[config.mk]
export PLATFORM = sky130hd
export DESIGN_NAME = seq_mul_param_flat
export DESIGN_NICKNAME = d
export VERILOG_FILES = /design/src/rtl/seq_mul_param_if.sv /design/src/rtl/seq_mul_param.sv /design/src/flat_wrapper.sv
export SDC_FILE = /design/constraint.sdc
export NUM_CORES = 1
export LEC_CHECK = 0
export CAP_MARGIN = 20
export CORE_MARGIN = 1.5
export CORE_UTILIZATION = 35
export CTS_BUF_LIST = sky130_fd_sc_hd__clkbuf_4 sky130_fd_sc_hd__clkbuf_8
export DETAILED_ROUTE_END_ITERATION = 7
export GPL_TIMING_DRIVEN = 0
export PLACE_DENSITY = 0.54
export SYNTH_ARGS = -nofsm -noshare
export SYNTH_HDL_FRONTEND = slang
export SYNTH_SLANG_ARGS = --single-unit
[constraint.sdc]
create_clock -name clk -period 4.1 [get_ports clk]
set_clock_uncertainty 0.2 [all_clocks]
set_input_delay 1.23 -clock clk [delete_from_list [all_inputs] [get_ports clk]]
set_output_delay 1.23 -clock clk [all_outputs]
set_load 0.005 [all_outputs]
[src/rtl/seq_mul_param_if.sv]
// Handshake and data bundle for the sequential Booth multiplier.
// SEQ_MUL_OVERFLOW_FLAG_EN adds the overflow flag to the bundle.
interface seq_mul_param_if #(
  parameter int WIDTH = 8
);
  logic                 start;
  logic                 signed_mode;
  logic [WIDTH-1:0]     data1;
  logic [WIDTH-1:0]     data2;
  logic                 busy;
  logic                 done;
  logic [2*WIDTH-1:0]   result;
  logic [WIDTH-1:0]     mul_out;
`ifdef SEQ_MUL_OVERFLOW_FLAG_EN
  logic                 overflow;

  modport master (
    output start, signed_mode, data1, data2,
    input  busy, done, result, mul_out, overflow
  );
  modport slave (
    input  start, signed_mode, data1, data2,
    output busy, done, result, mul_out, overflow
  );
`else
  modport master (
    output start, signed_mode, data1, data2,
    input  busy, done, result, mul_out
  );
  modport slave (
    input  start, signed_mode, data1, data2,
    output busy, done, result, mul_out
  );
`endif
endinterface

[src/rtl/seq_mul_param.sv]
// W-bit radix-2 Booth multiplier, signed/unsigned at runtime, fixed W+1 step latency.
// Optional OVERFLOW output enabled by defining SEQ_MUL_OVERFLOW_FLAG_EN.
module seq_mul_param #(
  parameter int WIDTH = 8
) (
  input  logic              clk,
  input  logic              reset,
  seq_mul_param_if.slave    bus
);
  localparam int AW = WIDTH + 2;
  localparam int QW = WIDTH + 1;
  localparam int PW = 2 * WIDTH;
  localparam int CW = $clog2(WIDTH + 2);
  localparam logic [CW-1:0] LAST_STEP = CW'(WIDTH);
  localparam logic [CW-1:0] CNT_ONE   = CW'(1);

  typedef enum logic [1:0] {
    IDLE = 2'b00,
    RUN  = 2'b01,
    FIN  = 2'b10
  } state_t;

  state_t          state_r;
  state_t          state_nxt_s;
  logic            accept_s;
  logic            last_s;
  logic            busy_r;
  logic            done_r;
  logic            sgn_r;
  logic [AW-1:0]   a_r;
  logic [AW-1:0]   m_r;
  logic [AW-1:0]   a_sum_s;
  logic [AW-1:0]   a_nxt_s;
  logic [QW-1:0]   q_r;
  logic [QW-1:0]   q_nxt_s;
  logic            q_m1_r;
  logic            q_m1_nxt_s;
  logic [CW-1:0]   cnt_r;
  logic [PW-1:0]   prod_s;
  logic [PW-1:0]   result_r;

  // Next-state decode; IDLE and FIN accept a new request identically
  always_comb begin
    state_nxt_s = state_r;
    accept_s    = 1'b0;
    last_s      = 1'b0;
    case (state_r)
      IDLE, FIN: begin
        if (bus.start) begin
          state_nxt_s = RUN;
          accept_s    = 1'b1;
        end else begin
          state_nxt_s = IDLE;
        end
      end
      RUN: begin
        if (cnt_r == LAST_STEP) begin
          state_nxt_s = FIN;
          last_s      = 1'b1;
        end else begin
          state_nxt_s = RUN;
        end
      end
      default: state_nxt_s = IDLE;
    endcase
  end

  // One Booth step: add/subtract M, then arithmetic shift of {A,Q,Q_-1}
  always_comb begin
    a_sum_s = a_r;
    case ({q_r[0], q_m1_r})
      2'b10:   a_sum_s = a_r - m_r;
      2'b01:   a_sum_s = a_r + m_r;
      default: a_sum_s = a_r;
    endcase
    a_nxt_s    = {a_sum_s[AW-1], a_sum_s[AW-1:1]};
    q_nxt_s    = {a_sum_s[0], q_r[QW-1:1]};
    q_m1_nxt_s = q_r[0];
    prod_s     = {a_nxt_s[WIDTH-2:0], q_nxt_s};
  end

  // State and handshake flags
  always_ff @(posedge clk) begin
    if (reset) begin
      state_r <= IDLE;
      busy_r  <= 1'b0;
      done_r  <= 1'b0;
    end else begin
      state_r <= state_nxt_s;
      busy_r  <= (state_nxt_s == RUN);
      done_r  <= (state_nxt_s == FIN);
    end
  end

  // Operand capture, iteration and product update
  always_ff @(posedge clk) begin
    if (reset) begin
      a_r      <= {AW{1'b0}};
      m_r      <= {AW{1'b0}};
      q_r      <= {QW{1'b0}};
      q_m1_r   <= 1'b0;
      cnt_r    <= {CW{1'b0}};
      sgn_r    <= 1'b0;
      result_r <= {PW{1'b0}};
    end else if (accept_s) begin
      // Two extra M bits keep A - M exact for zero-extended unsigned operands
      a_r    <= {AW{1'b0}};
      m_r    <= bus.signed_mode ? {{2{bus.data1[WIDTH-1]}}, bus.data1} : {2'b00, bus.data1};
      q_r    <= bus.signed_mode ? {bus.data2[WIDTH-1], bus.data2} : {1'b0, bus.data2};
      q_m1_r <= 1'b0;
      cnt_r  <= {CW{1'b0}};
      sgn_r  <= bus.signed_mode;
    end else if (state_r == RUN) begin
      a_r    <= a_nxt_s;
      q_r    <= q_nxt_s;
      q_m1_r <= q_m1_nxt_s;
      cnt_r  <= cnt_r + CNT_ONE;
      if (last_s) begin
        result_r <= prod_s;
      end
    end
  end

  assign bus.busy    = busy_r;
  assign bus.done    = done_r;
  assign bus.result  = result_r;
  assign bus.mul_out = result_r[WIDTH-1:0];

`ifdef SEQ_MUL_OVERFLOW_FLAG_EN
  logic overflow_r;

  function automatic logic ovf_check(input logic [PW-1:0] p, input logic sgn);
    logic [WIDTH:0] hi_s;
    hi_s = p[PW-1:WIDTH-1];
    if (sgn) begin
      return (|hi_s) && !(&hi_s);
    end else begin
      return |p[PW-1:WIDTH];
    end
  endfunction

  // Overflow flag follows every product update
  always_ff @(posedge clk) begin
    if (reset) begin
      overflow_r <= 1'b0;
    end else if ((state_r == RUN) && last_s) begin
      overflow_r <= ovf_check(prod_s, sgn_r);
    end
  end

  assign bus.overflow = overflow_r;
`endif

endmodule

[src/flat_wrapper.sv]
// flat-port wrapper written by rule: the top's interface ports become plain ports
module seq_mul_param_flat 
#(
  parameter int WIDTH = 8
)
  (clk, reset, bus_start, bus_signed_mode, bus_data1, bus_data2, bus_busy, bus_done, bus_result, bus_mul_out);
  seq_mul_param_if #(.WIDTH(WIDTH)) bus_i ();
  input  logic clk;
  input  logic reset;
  input wire logic [$bits(bus_i.start)-1:0] bus_start;
  input wire logic [$bits(bus_i.signed_mode)-1:0] bus_signed_mode;
  input wire logic [$bits(bus_i.data1)-1:0] bus_data1;
  input wire logic [$bits(bus_i.data2)-1:0] bus_data2;
  output wire logic [$bits(bus_i.busy)-1:0] bus_busy;
  output wire logic [$bits(bus_i.done)-1:0] bus_done;
  output wire logic [$bits(bus_i.result)-1:0] bus_result;
  output wire logic [$bits(bus_i.mul_out)-1:0] bus_mul_out;
  assign bus_i.start = bus_start;
  assign bus_i.signed_mode = bus_signed_mode;
  assign bus_i.data1 = bus_data1;
  assign bus_i.data2 = bus_data2;
  assign bus_busy = bus_i.busy;
  assign bus_done = bus_i.done;
  assign bus_result = bus_i.result;
  assign bus_mul_out = bus_i.mul_out;
  seq_mul_param #(.WIDTH(WIDTH)) u_core (.clk(clk), .reset(reset), .bus(bus_i));
endmodule
==> results.yml, run 1 <==
outcome:
  outcome: "complete, no violations"
worst_setup_path:
  worstPathMaxFanout: 5
  worstPathRequired_ns: 4.08
  arrival_ns: 2.89
  critPathKind: "reg2reg"
  start_kind: "flop"
  endpoint_kind: "flop"
power_and_ir_drop:
  p_leak_uw: 0.00125
  power_frac_seq_pct: 49.9
  p_int_uw: 761
  vdd_drop_max_uv: 187
  combPwrFrac_pct: 20.4
  pwr_density_cell_mw_per_mm2: 332
  finalPower_uw: 1080
  switching_power_uw: 321
  p_sw_share_pct: 29.7
  clockPowerShare_pct: 29.8
synth:
  synth_seq_area_share_pct: 40.2
  yosysMostFrequentCell: "nand2_1"
  synth_area_leaders: "dfxtp_1 (40%), a21oi_1 (8.9%), nand2_1 (8.4%)"
  synth_seq_cells: 52
  netlist_area_mm2: 0.00259
  ys_warn_count: 0
  avgSynthCellArea_um2: 8.07
  ys_top_cells_by_count: "nand2_1 (58), dfxtp_1 (52), a21oi_1 (46)"
  synth_cell_types: 37
  synthCells: 321
  synth_top_cell_by_area: "dfxtp_1"
  synth_edf_count: 0
  syn-num-nets: 355
  ys_async_sr_fraction_pct: 0
  ys.flop_type: "dfxtp_1"
  yosysTopAreaCellShare_pct: 40.2
placed_design:
  hpwl_mm: 4.90
  dp_cells: 465
  io_buffers: 45
  place_ws_ns: 0.971
  gp_congestion: 0.814
drt:
  drt_iter0_drc: 105
  drc: 0
  wl_per_cell_um: 13.7
  via_count: 2352
  postRouteAntennaNets: 0
  drtPass1Iterations: 4
  totalWireLength_mm: 6.47
  viasPerCell: 4.97
global_route:
  antenna_found_initial: 0
  grt_usage_pct: 17.2
  grt-ovfl-total: 0
  grt_first_pass_wirelength_mm: 10.5
  grt_max_degree: 16
  grt_pass1_vias: 2217
floorplanning:
  initial_core_util_pct: 35.9
  core-area_mm2: 0.00721
  die_h_um: 89.0
  die_x_um: 89.0
  die_area_mm2: 0.00793
  rows: 31
  io_pins: 46
cells_and_area:
  diodes: 0
  fin_cells: 473
  nNetsFinal: 407
  drive_gt1_share_pct: 6.95
  final_core_util_pct: 45.2
  syn2layout_area_growth_pct: 25.9
clock_tree:
  cts-buffers-inserted: 5
  cts.sinks: 52
  h-tree-depth: 2
  cts_hold_buf: 0
  cts_setup_buffers: 0
  cts_tree: "done"
  root_buffer: "clkbuf_8"
  clk_pin_slew_worst_paths_ns: 0.10
  insertion_delay_ns: 0.31
  cts.repair.resized: 0
  clock_path_buffers: 2
min_path:
  hold_class: "reg2reg"
timing:
  tns_ns: 0
  rsz0062_at_grt: "false"
  relSlewSlack_pct: 63.5
  hold_violations: 0
  post-route-period-util_pct: 71.0
  fin_ws_ns: 1.19
  setup_viol: 0
  maxSlewViolCount: 0
  worst_slew_pin_slew_ns: 0.545
  post-route-min-period_ns: 2.91
  clock.fmax_mhz: 343
job:
  max_cap_violations: 0
## placed cells by master, fill, tap and decap left out, types with 7 or more instances in the layout
cell	synthesis	layout
a21oi_1	46	46
xor2_1	12	12
o21ai_0	9	9
ha_1	13	13
buf_4	8	8
clkbuf_1	13	13
dfxtp_1	52	52
clkdlybuf4s50_1	0	45
a22oi_1	8	8
nand2_1	58	58
inv_1	7	7
nor2_1	31	31
a211oi_1	10	10
## registers in the layout, indices dropped and copies added (netlist names)
name               count
u_core.a_r             9
u_core.q_m1_r          1
u_core.q_r             9
u_core.cnt_r           4
u_core.bus.busy        1
u_core.m_r             9
u_core.state_r         2
u_core.bus.done        1
u_core.bus.result     16
## path summary, 6_finish.rpt
path	depth (start not counted)	start	slack, ns	end
max	10	u_core.m_r[0]	1.19	u_core.bus.result[14]
min	2	u_core.q_m1_r	0.27	u_core.q_m1_r
max reg2reg	10	u_core.m_r[0]	1.19	u_core.bus.result[14]
min reg2reg	2	u_core.q_m1_r	0.27	u_core.q_m1_r
## logic make-up (layout without fill, tap and decap cells)
kind of cell,after synthesis,in the layout,share of synthesized area (%)
DFF,52,52,40.2
muxes,5,5,1.98
xor gates and xnor gates,17,17,5.75
adders and majority gates,14,14,7.05
AOI/OAI and AO/OA,87,87,20.2
buffers and inverters,33,86,6.42
and+or+nand+nor,113,113,18.4
## metrics by stage
stage          hold WS, ns  instance area (um^2)
6_report             0.272                  3260
5_1_grt              0.303                  3260
4_1_cts              0.275                  3260
3_5_place_dp         0.261                  3170
3_3_place_gp         0.248                  3170
2_1_floorplan        0.241                  2590
## routing by layer
| layer | wire [um] | global-route usage (%) | part of all wire (%) |
|---|---|---|---|
| met4 | 89 | 6.01 | 1.4 |
| met3 | 170 | 3.05 | 2.6 |
| met1 | 3190 | 23.2 | 49 |
| met5 | 0 | 0 | 0 |
| met2 | 3020 | 27.9 | 47 |
## power groups by stage
stage | registers, uW | logic [uW] | clock network [uW]
global route | 544 | 248 | 352
detailed placement | 552 | 220 | 0
CTS | 540 | 221 | 330
global placement | 552 | 218 | 0
floorplan | 547 | 158 | 0
finish | 540 | 220 | 322
## worst max-delay path, stage by stage, from the launching register on
cell	delay, ns
dfxtp_1	0.44
inv_1	0.07
ha_1	0.29
mux2_2	0.29
fa_1	0.47
a211oi_1	0.35
o21ai_0	0.17
xnor2_1	0.17
nor2_1	0.06
a21oi_1	0.18
a211oi_1	0.10
## final cells by class
type	count	area, um^2
buffer	26	140
inverter	7	26.3
sequential	52	1040
timing repair buffer	45	450
clock inverter	1	7.51
fill	743	3950
multi-input combinational	236	1380
tap	99	124
clock buffer	7	90.1
Note: power is estimated with default switching activity, not from simulation.
==> run 2, diff against run 1 <==
--- a/config.mk
+++ b/config.mk
@@ -11,7 +11,7 @@
 export CTS_BUF_LIST = sky130_fd_sc_hd__clkbuf_4 sky130_fd_sc_hd__clkbuf_8
 export DETAILED_ROUTE_END_ITERATION = 7
 export GPL_TIMING_DRIVEN = 0
-export PLACE_DENSITY = 0.54
+export PLACE_DENSITY = 0.56
 export SYNTH_ARGS = -nofsm -noshare
 export SYNTH_HDL_FRONTEND = slang
 export SYNTH_SLANG_ARGS = --single-unit
==> constraint.sdc (replaced) <==
create_clock -name clk -period 2.4 [get_ports clk]
set_clock_uncertainty 0.2 [all_clocks]
set_input_delay 0.72 -clock clk [delete_from_list [all_inputs] [get_ports clk]]
set_output_delay 0.72 -clock clk [all_outputs]
set_load 0.005 [all_outputs]
==> run 2 against run 1 <==
Net effect: cell area increased by 9.2%; via count increased by 2.5%; combinational power increased by 110%; non-clock buffer count increased by 17; the run now ends with negative setup slack left; die area unchanged; highest routed layer unchanged; critical path type unchanged; sequential power increased by 71%; clock-buffer cell count decreased by 1.
==> results.yml, run 2 (synthesized netlist as in run 1, its figures left out) <==
outcome:
  outcome: "finished with violations"
  violations: "negative setup slack"
timing:
  maxSlewViolCount: 0
  setup_viol: 14
  post-route-min-period_ns: 2.68
  hold_violations: 0
  worst_slew_pin_slew_ns: 0.573
  fin_ws_ns: -0.282
  post-route-period-util_pct: 112
  whs_ns: 0.276
  clock.fmax_mhz: 373
  rsz0062_at_grt: "true"
  relSlewSlack_pct: 61.8
cells_and_area:
  final_core_util_pct: 49.4
  final_cell_mix: "nand2_1 (56), dfxtp_1 (47), clkdlybuf4s50_1 (45), a21oi_1 (40), nor2_1 (29)"
  largest_reg_flops: 16
  final_common_cell: "nand2_1"
  diodes: 0
  syn2layout_area_growth_pct: 37.5
  nNetsFinal: 424
  drive_gt1_share_pct: 19.4
global_route:
  antenna_found_initial: 0
  grt_max_degree: 17
  grt_pass1_vias: 2267
  grt_first_pass_wirelength_mm: 11.1
  grt-ovfl-total: 0
  grt_usage_pct: 18.4
drt:
  drt_iter0_drc: 103
  viasPerCell: 4.92
  totalWireLength_mm: 6.78
  drc: 0
  wl_per_cell_um: 13.8
  postRouteAntennaNets: 0
  drtPass1Iterations: 4
  via_count: 2411
floorplanning:
  io_pins: 46
  rows: 31
  die_h_um: 89.0
  die_area_mm2: 0.00793
  initial_core_util_pct: 35.9
  die_x_um: 89.0
  core-area_mm2: 0.00721
clock_tree:
  cts-buffers-inserted: 5
  cts_tree: "done"
  cts.sinks: 52
  root_buffer: "clkbuf_8"
  clock_path_buffers: 2
  h-tree-depth: 2
  insertion_delay_ns: 0.31
  clk_pin_slew_worst_paths_ns: 0.10
min_path:
  hold_class: "reg2reg"
placed_design:
  io_buffers: 45
  gp_congestion: 0.883
  hpwl_mm: 4.79
  place_ws_ns: -0.370
worst_setup_path:
  crit_path_max_incr_delay_ns: 0.38
  critPathKind: "reg2reg"
  critical_path.cell_chain: "buf_4 > nor3_2 > nor2_4 > xor2_2 > ha_4 > a21o_1 > a21oi_4 > a21oi_2 > buf_4 > a311o_1 > a211oi_1"
  worstPathMaxFanout: 5
  critical_path.top_delay_family: "compound AO/OA/AOI/OAI gates"
  start_kind: "flop"
  endpoint_kind: "flop"
  cp_common_cell: "buf_4"
  worstPathRequired_ns: 2.44
  arrival_ns: 2.72
  cp_slowest_cell: "a311o_1"
  cp_num_buf_inv: 2
power_and_ir_drop:
  vdd_drop_max_uv: 227
  p_leak_uw: 0.00136
  pwr_density_cell_mw_per_mm2: 537
job:
  max_cap_violations: 0
-- run 2: cell types whose count changed in the layout (fill, tap and decap cells not counted), sizes merged --
cell and change:
buf +17, inv +1, clkinvlp -1, clkbuf -1
clkinv +1
-- run 2: layer usage --
metal	up-vias	share of wire, %	routed length [um]	track usage (%)
li1	1231	-	-	-
met1	1131	49	3290	24.4
met2	40	47	3190	31.2
met3	9	2.7	180	3.32
met4	0	1.7	113	4.20
met5	-	0	0	0
-- run 2: power breakdown --
part / leakage, uW / internal, uW / switching, uW
Combinational: 0.000882 / 209 / 249
Clock: 0.0000490 / 220 / 308
Sequential: 0.000426 / 894 / 32.3
-- run 2: area by class of cell --
type / instances / area (um^2)
plain buffers: 25 / 129
clock buffers: 6 / 76.3
clock inverters: 2 / 13.8
fillers: 711 / 3650
inverters: 7 / 26.3
multi-input cells: 236 / 1540
flip-flops and latches: 52 / 1050
well taps: 99 / 124
repair buffers: 63 / 597
-- run 2: worst min-delay path: stages, from the launching register on --
cell and delay, ns:
dfxtp_1 0.33, nand2_1 0.05, a21oi_1 0.05
-- run 2: path summary, 6_finish.rpt --
kind / start / endpoint / slack [ns] / cells past startpoint
worst max-delay path: u_core.m_r[1] / u_core.bus.result[15] / -0.28 / 11
worst min-delay path: u_core.bus.result[4] / u_core.bus.result[4] / 0.28 / 2
worst max register to register: u_core.m_r[1] / u_core.bus.result[15] / -0.28 / 11
worst min register to register: u_core.bus.result[4] / u_core.bus.result[4] / 0.28 / 2
-- run 2: per-stage QoR --
stage / cell area, um^2 / setup TNS (ns) / cells / power [uW]
after floorplan: 2620 / -0.225 / 321 / 1210
after global routing: 3560 / -4.50 / 490 / 2020
after global placement: 3190 / -5.81 / 465 / 1320
final: 3560 / -2.71 / 490 / 1910
after CTS: 3470 / -2.86 / 487 / 1890
after detailed placement: 3190 / -5.81 / 465 / 1330
-- run 2: timing repair --
action / CTS / global route
setup buffers: 14 / 5
hold buffers: 0 / 0
pin swaps: 20 / 25
resized for setup: 21 / 15
setup endpoints to repair: 12 / 14
==> run 3, diff against run 2 <==
--- a/config.mk
+++ b/config.mk
@@ -9,6 +9,7 @@
 export CORE_MARGIN = 1.5
 export CORE_UTILIZATION = 35
 export CTS_BUF_LIST = sky130_fd_sc_hd__clkbuf_4 sky130_fd_sc_hd__clkbuf_8
+export CTS_CLUSTER_SIZE = 8
 export DETAILED_ROUTE_END_ITERATION = 7
 export GPL_TIMING_DRIVEN = 0
 export PLACE_DENSITY = 0.56
==> results of run 3 <==
Final layout, timing and power as in run 2 (identical DEF).
==> patch 1 (config.mk and constraints of run 2) <==
The 3 states of `state_t` get a one-hot encoding in 3 bits.
--- a/src/rtl/seq_mul_param.sv
+++ b/src/rtl/seq_mul_param.sv
@@ -14,10 +14,10 @@
   localparam logic [CW-1:0] LAST_STEP = CW'(WIDTH);
   localparam logic [CW-1:0] CNT_ONE   = CW'(1);
 
-  typedef enum logic [1:0] {
-    IDLE = 2'b00,
-    RUN  = 2'b01,
-    FIN  = 2'b10
+  typedef enum logic [2:0] {
+    IDLE = 3'b001,
+    RUN  = 3'b010,
+    FIN  = 3'b100
   } state_t;
 
   state_t          state_r;
Formal check against the unedited RTL: no difference found for any inputs over 10 cycles, from zero or initial values and one cycle with reset high; not proved beyond that.
==> patch 1 against run 2 <==
The flow still finishes with violations (setup timing). Routed wire length is 6.4% lower. Sequential cell count is 1 higher. Setup slack worse by 0.044 ns. Clock power is 4.2% higher. Sequential share of layout area is 0.65 points higher. Area after synthesis is 0.43% higher. Hold slack worse by 0.021 ns. Design area is 0.53% lower. Final cell count is 4.7% lower. Via count is 2.9% lower. Power is 0.39% lower. Critical path type unchanged.
==> patch 1: results (changes against run 2) <==
| Metric | Value |
|---|---|
| TNS Setup | `-1.996 ns (was -2.714 ns)` |
| Switching share of power | `29.01% (was 30.83%)` |
| Vias in the first global route | `2,261 (was 2,267)` |
| Grt met3 use | `3.878% (was 3.324%)` |
| Placed Cells | `445 (was 465)` |
| Comb power frac | `22.2% (was 24.0%)` |
| CP Max Fanout | `2 (was 5)` |
| Setup-failing EPs final | `13 (was 14)` |
| # port buffers | `44 (was 45)` |
| Initial DRC count | `116 (was 103)` |
| PwrDens | `537.8 nW/um^2 (was 537.1 nW/um^2)` |
| Syn_area_per_cell | `8.618 um^2 (was 8.072 um^2)` |
| Run status | `finished with violations (unchanged)` |
| Seq cells post-synth | `53 (was 52)` |
| Maximum vdd ir drop | `225.0 uV (was 227.3 uV)` |
| Vias | `2,342 (was 2,411)` |
| Seq/Total Area, Yosys | `40.77% (was 40.17%)` |
| Post-DP HPWL | `4.632 mm (was 4.788 mm)` |
| Data arrival, critical path | `2.73 ns (was 2.72 ns)` |
| Share of cells above drive strength 1 | `21.74% (was 19.44%)` |
| Fraction of area in multi-input gates | `43.08% (was 43.34%)` |
| Final worst setup slack | `-0.3261 ns (was -0.2822 ns)` |
| Violated checks | `setup timing (unchanged)` |
| Largest net degree at the start of global routing | `18 (was 17)` |
| GR Util met2 | `29.12% (was 31.20%)` |
| Detailed Routing Iterations Pass 1 | `5 (was 4)` |
==> patch 1: through the flow <==
step / hold slack (ns) / setup slack (ns)
floorplan: 0.2418 / -0.2126
global placement: 0.2336 / -0.4254
detailed placement: 0.2430 / -0.4011
CTS: 0.2569 / -0.3799
global route: 0.2841 / -0.3808
finish: 0.2551 / -0.3261
==> patch 1: cell families (layout without fill, tap and decap cells) <==
family	count (synthesis)	after routing	share of synthesized area, %
simple gates	98	98	17.36
flops	53	53	40.77
mux	7	7	2.740
xor+xnor	16	16	5.384
compound gates	82	82	20.29
fa+ha+maj	14	14	7.019
buf+inv	32	98	6.442
==> patch 1: final timing paths <==
check	start	end	cells after the start
setup / recovery	u_core.m_r[1]	u_core.bus.result[14]	10
setup reg to reg	u_core.m_r[1]	u_core.bus.result[14]	10
hold reg to reg	u_core.bus.result[15]	u_core.bus.result[15]	2
hold / removal	u_core.bus.result[15]	u_core.bus.result[15]	2
==> patch 1: what timing repair did <==
| action | in CTS | in global routing |
|---|---|---|
| gates resized for setup | 11 | 14 |
| buffers inserted | 10 | 6 |
| hold endpoints to repair | 0 | 0 |
| endpoints found under the setup margin | 12 | 24 |
| pin swaps | 13 | 13 |
| hold buffers | 0 | 0 |
==> patch 1: critical path, stage by stage (launching register included) <==
cell and delay [ns]:
dfxtp_2 0.35, inv_2 0.04, ha_4 0.22, mux2_4 0.28, fa_2 0.35, a21o_1 0.19
a311o_1 0.37, a21oi_2 0.14, xor2_1 0.19, o21ai_2 0.09, a22o_1 0.19
==> patch 1: routing by layer <==
metal  wire length (um)  part of all wire [%]
met3                192                   3.0
met2               3089                    49
met1               3009                    47
met4                 53                  0.84
met5                  0                     0
==> patch 2 (settings of run 2) <==
Made on the original files. `WIDTH` is set to 8 in 3 places; all go to 16.
--- a/src/rtl/seq_mul_param_if.sv
+++ b/src/rtl/seq_mul_param_if.sv
@@ -1,7 +1,7 @@
 // Handshake and data bundle for the sequential Booth multiplier.
 // SEQ_MUL_OVERFLOW_FLAG_EN adds the overflow flag to the bundle.
 interface seq_mul_param_if #(
-  parameter int WIDTH = 8
+  parameter int WIDTH = 16
 );
   logic                 start;
   logic                 signed_mode;
--- a/src/rtl/seq_mul_param.sv
+++ b/src/rtl/seq_mul_param.sv
@@ -1,7 +1,7 @@
 // W-bit radix-2 Booth multiplier, signed/unsigned at runtime, fixed W+1 step latency.
 // Optional OVERFLOW output enabled by defining SEQ_MUL_OVERFLOW_FLAG_EN.
 module seq_mul_param #(
-  parameter int WIDTH = 8
+  parameter int WIDTH = 16
 ) (
   input  logic              clk,
   input  logic              reset,
--- a/src/flat_wrapper.sv
+++ b/src/flat_wrapper.sv
@@ -1,7 +1,7 @@
 // flat-port wrapper written by rule: the top's interface ports become plain ports
 module seq_mul_param_flat 
 #(
-  parameter int WIDTH = 8
+  parameter int WIDTH = 16
 )
   (clk, reset, bus_start, bus_signed_mode, bus_data1, bus_data2, bus_busy, bus_done, bus_result, bus_mul_out);
   seq_mul_param_if #(.WIDTH(WIDTH)) bus_i ();
Ports: changed (resized bus_data1, bus_data2, bus_mul_out and bus_result); port bits go from 46 to 86. No check against the original RTL was run, so the function may have changed too.
==> patch 2 against run 2 <==
The flow still finishes with violations (setup timing). Sequential cell count is 41 higher. Final cell count is 88% higher. Setup slack worse by 0.79 ns. Count of clock-buffer cells in the layout is 4 higher. First-iteration DRC count is 96% higher. Via count is 96% higher. Routed wire length is 120% higher. Hold slack worse by 0.0060 ns. Design area is 96% higher. Critical path depth is 2 higher. Core utilization is 3.0 points higher. Power is 130% higher. Area after synthesis is 86% higher. Critical endpoint is now u_core.bus.result[31].
==> patch 2: results (changes against run 2) <==
| Metric | Value |
|---|---|
| Share of cells above drive strength 1 | `23.15% (was 19.44%)` |
| Critical path origin | `u_core.m_r[5] (was u_core.m_r[1])` |
| CP Max Fanout | `6 (was 5)` |
| Mux share of post-synthesis cell area | `1.275% (was 1.980%)` |
| Tot GR Track Use | `20.36% (was 18.39%)` |
| Grt met3 use | `2.689% (was 3.324%)` |
| Fillers | `1,317 (was 711)` |
| Synth unique cells | `48 (was 37)` |
| Multi-In Gates | `447 (was 236)` |
| Final worst setup slack | `-1.075 ns (was -0.2822 ns)` |
| Initial DRC count | `202 (was 103)` |
| WL final | `14.60 mm (was 6.778 mm)` |
| Number of vias per cell | `5.137 (was 4.920)` |
| Clock network share of area | `3.237% (was 2.529%)` |
| Routed length per placed instance | `15.89 um (was 13.83 um)` |
| TNS Setup | `-21.14 ns (was -2.714 ns)` |
| Violated checks | `setup timing (unchanged)` |
| Post-synthesis adder-cell area fraction | `5.879% (was 7.050%)` |
| Worst-Skew Late Latency | `0.37 ns (was 0.31 ns)` |
| Int Pwr | `0.002935 W (was 0.001323 W)` |
| Run status | `finished with violations (unchanged)` |
| Data buffer area share | `20.84% (was 20.37%)` |
| Post-Route M1 WL | `6.899 mm (was 3.290 mm)` |
| Setup-failing EPs final | `28 (was 14)` |
| Synth Area in Compound Gates | `22.71% (was 20.18%)` |
| Slew HR | `50.63% (was 61.82%)` |
| Area growth, synth to finish | `45.45% (was 37.47%)` |
| Sequential share of power | `38.0% (was 48.4%)` |
| Seq/Total Area, Yosys | `38.71% (was 40.17%)` |
| Final nets | `796 (was 424)` |
| Clk pwr | `0.00120 W (was 0.000528 W)` |
| GR Util met2 | `33.43% (was 31.20%)` |
| Plain + repair buffers | `171 (was 88)` |
| Clkbuf count | `10 (was 6)` |
| Crit path largest cell delay | `0.57 ns (was 0.38 ns)` |
| WHS Endpoint | `u_core.m_r[13] (was u_core.bus.result[4])` |
[patch 2: changes by cell type after synthesis, moves of 9 or more]
cell      change
nand2_1      +46
a211oi_1      +9
o21ai_0      +10
nor2_1       +24
xor2_1       +10
buf_4         +9
dfxtp_1      +41
inv_1         +9
clkbuf_1     +16
a21oi_1      +54
[patch 2: repair_timing]
action / 4_1_cts / 5_1_grt
gates cloned: 1 / 0
gates resized for setup: 86 / 30
setup buffers: 31 / 6
setup endpoints to repair: 42 / 41
pin swaps: 56 / 33
hold buffers: 0 / 0
[patch 2: stage by stage]
| step | utilization [%] | hold slack (ns) | worst slack, ns | cell area, um^2 |
|---|---|---|---|---|
| final | 52.41 | 0.2704 | -1.075 | 6995 |
| after global routing | 52.41 | 0.3004 | -1.209 | 6995 |
| after CTS | 50.99 | 0.2692 | -1.141 | 6807 |
| after global placement | 44.57 | 0.2503 | -1.270 | 5949 |
| after detailed placement | 44.57 | 0.2559 | -1.295 | 5949 |
| after floorplan | - | 0.2406 | -0.8037 | 4888 |
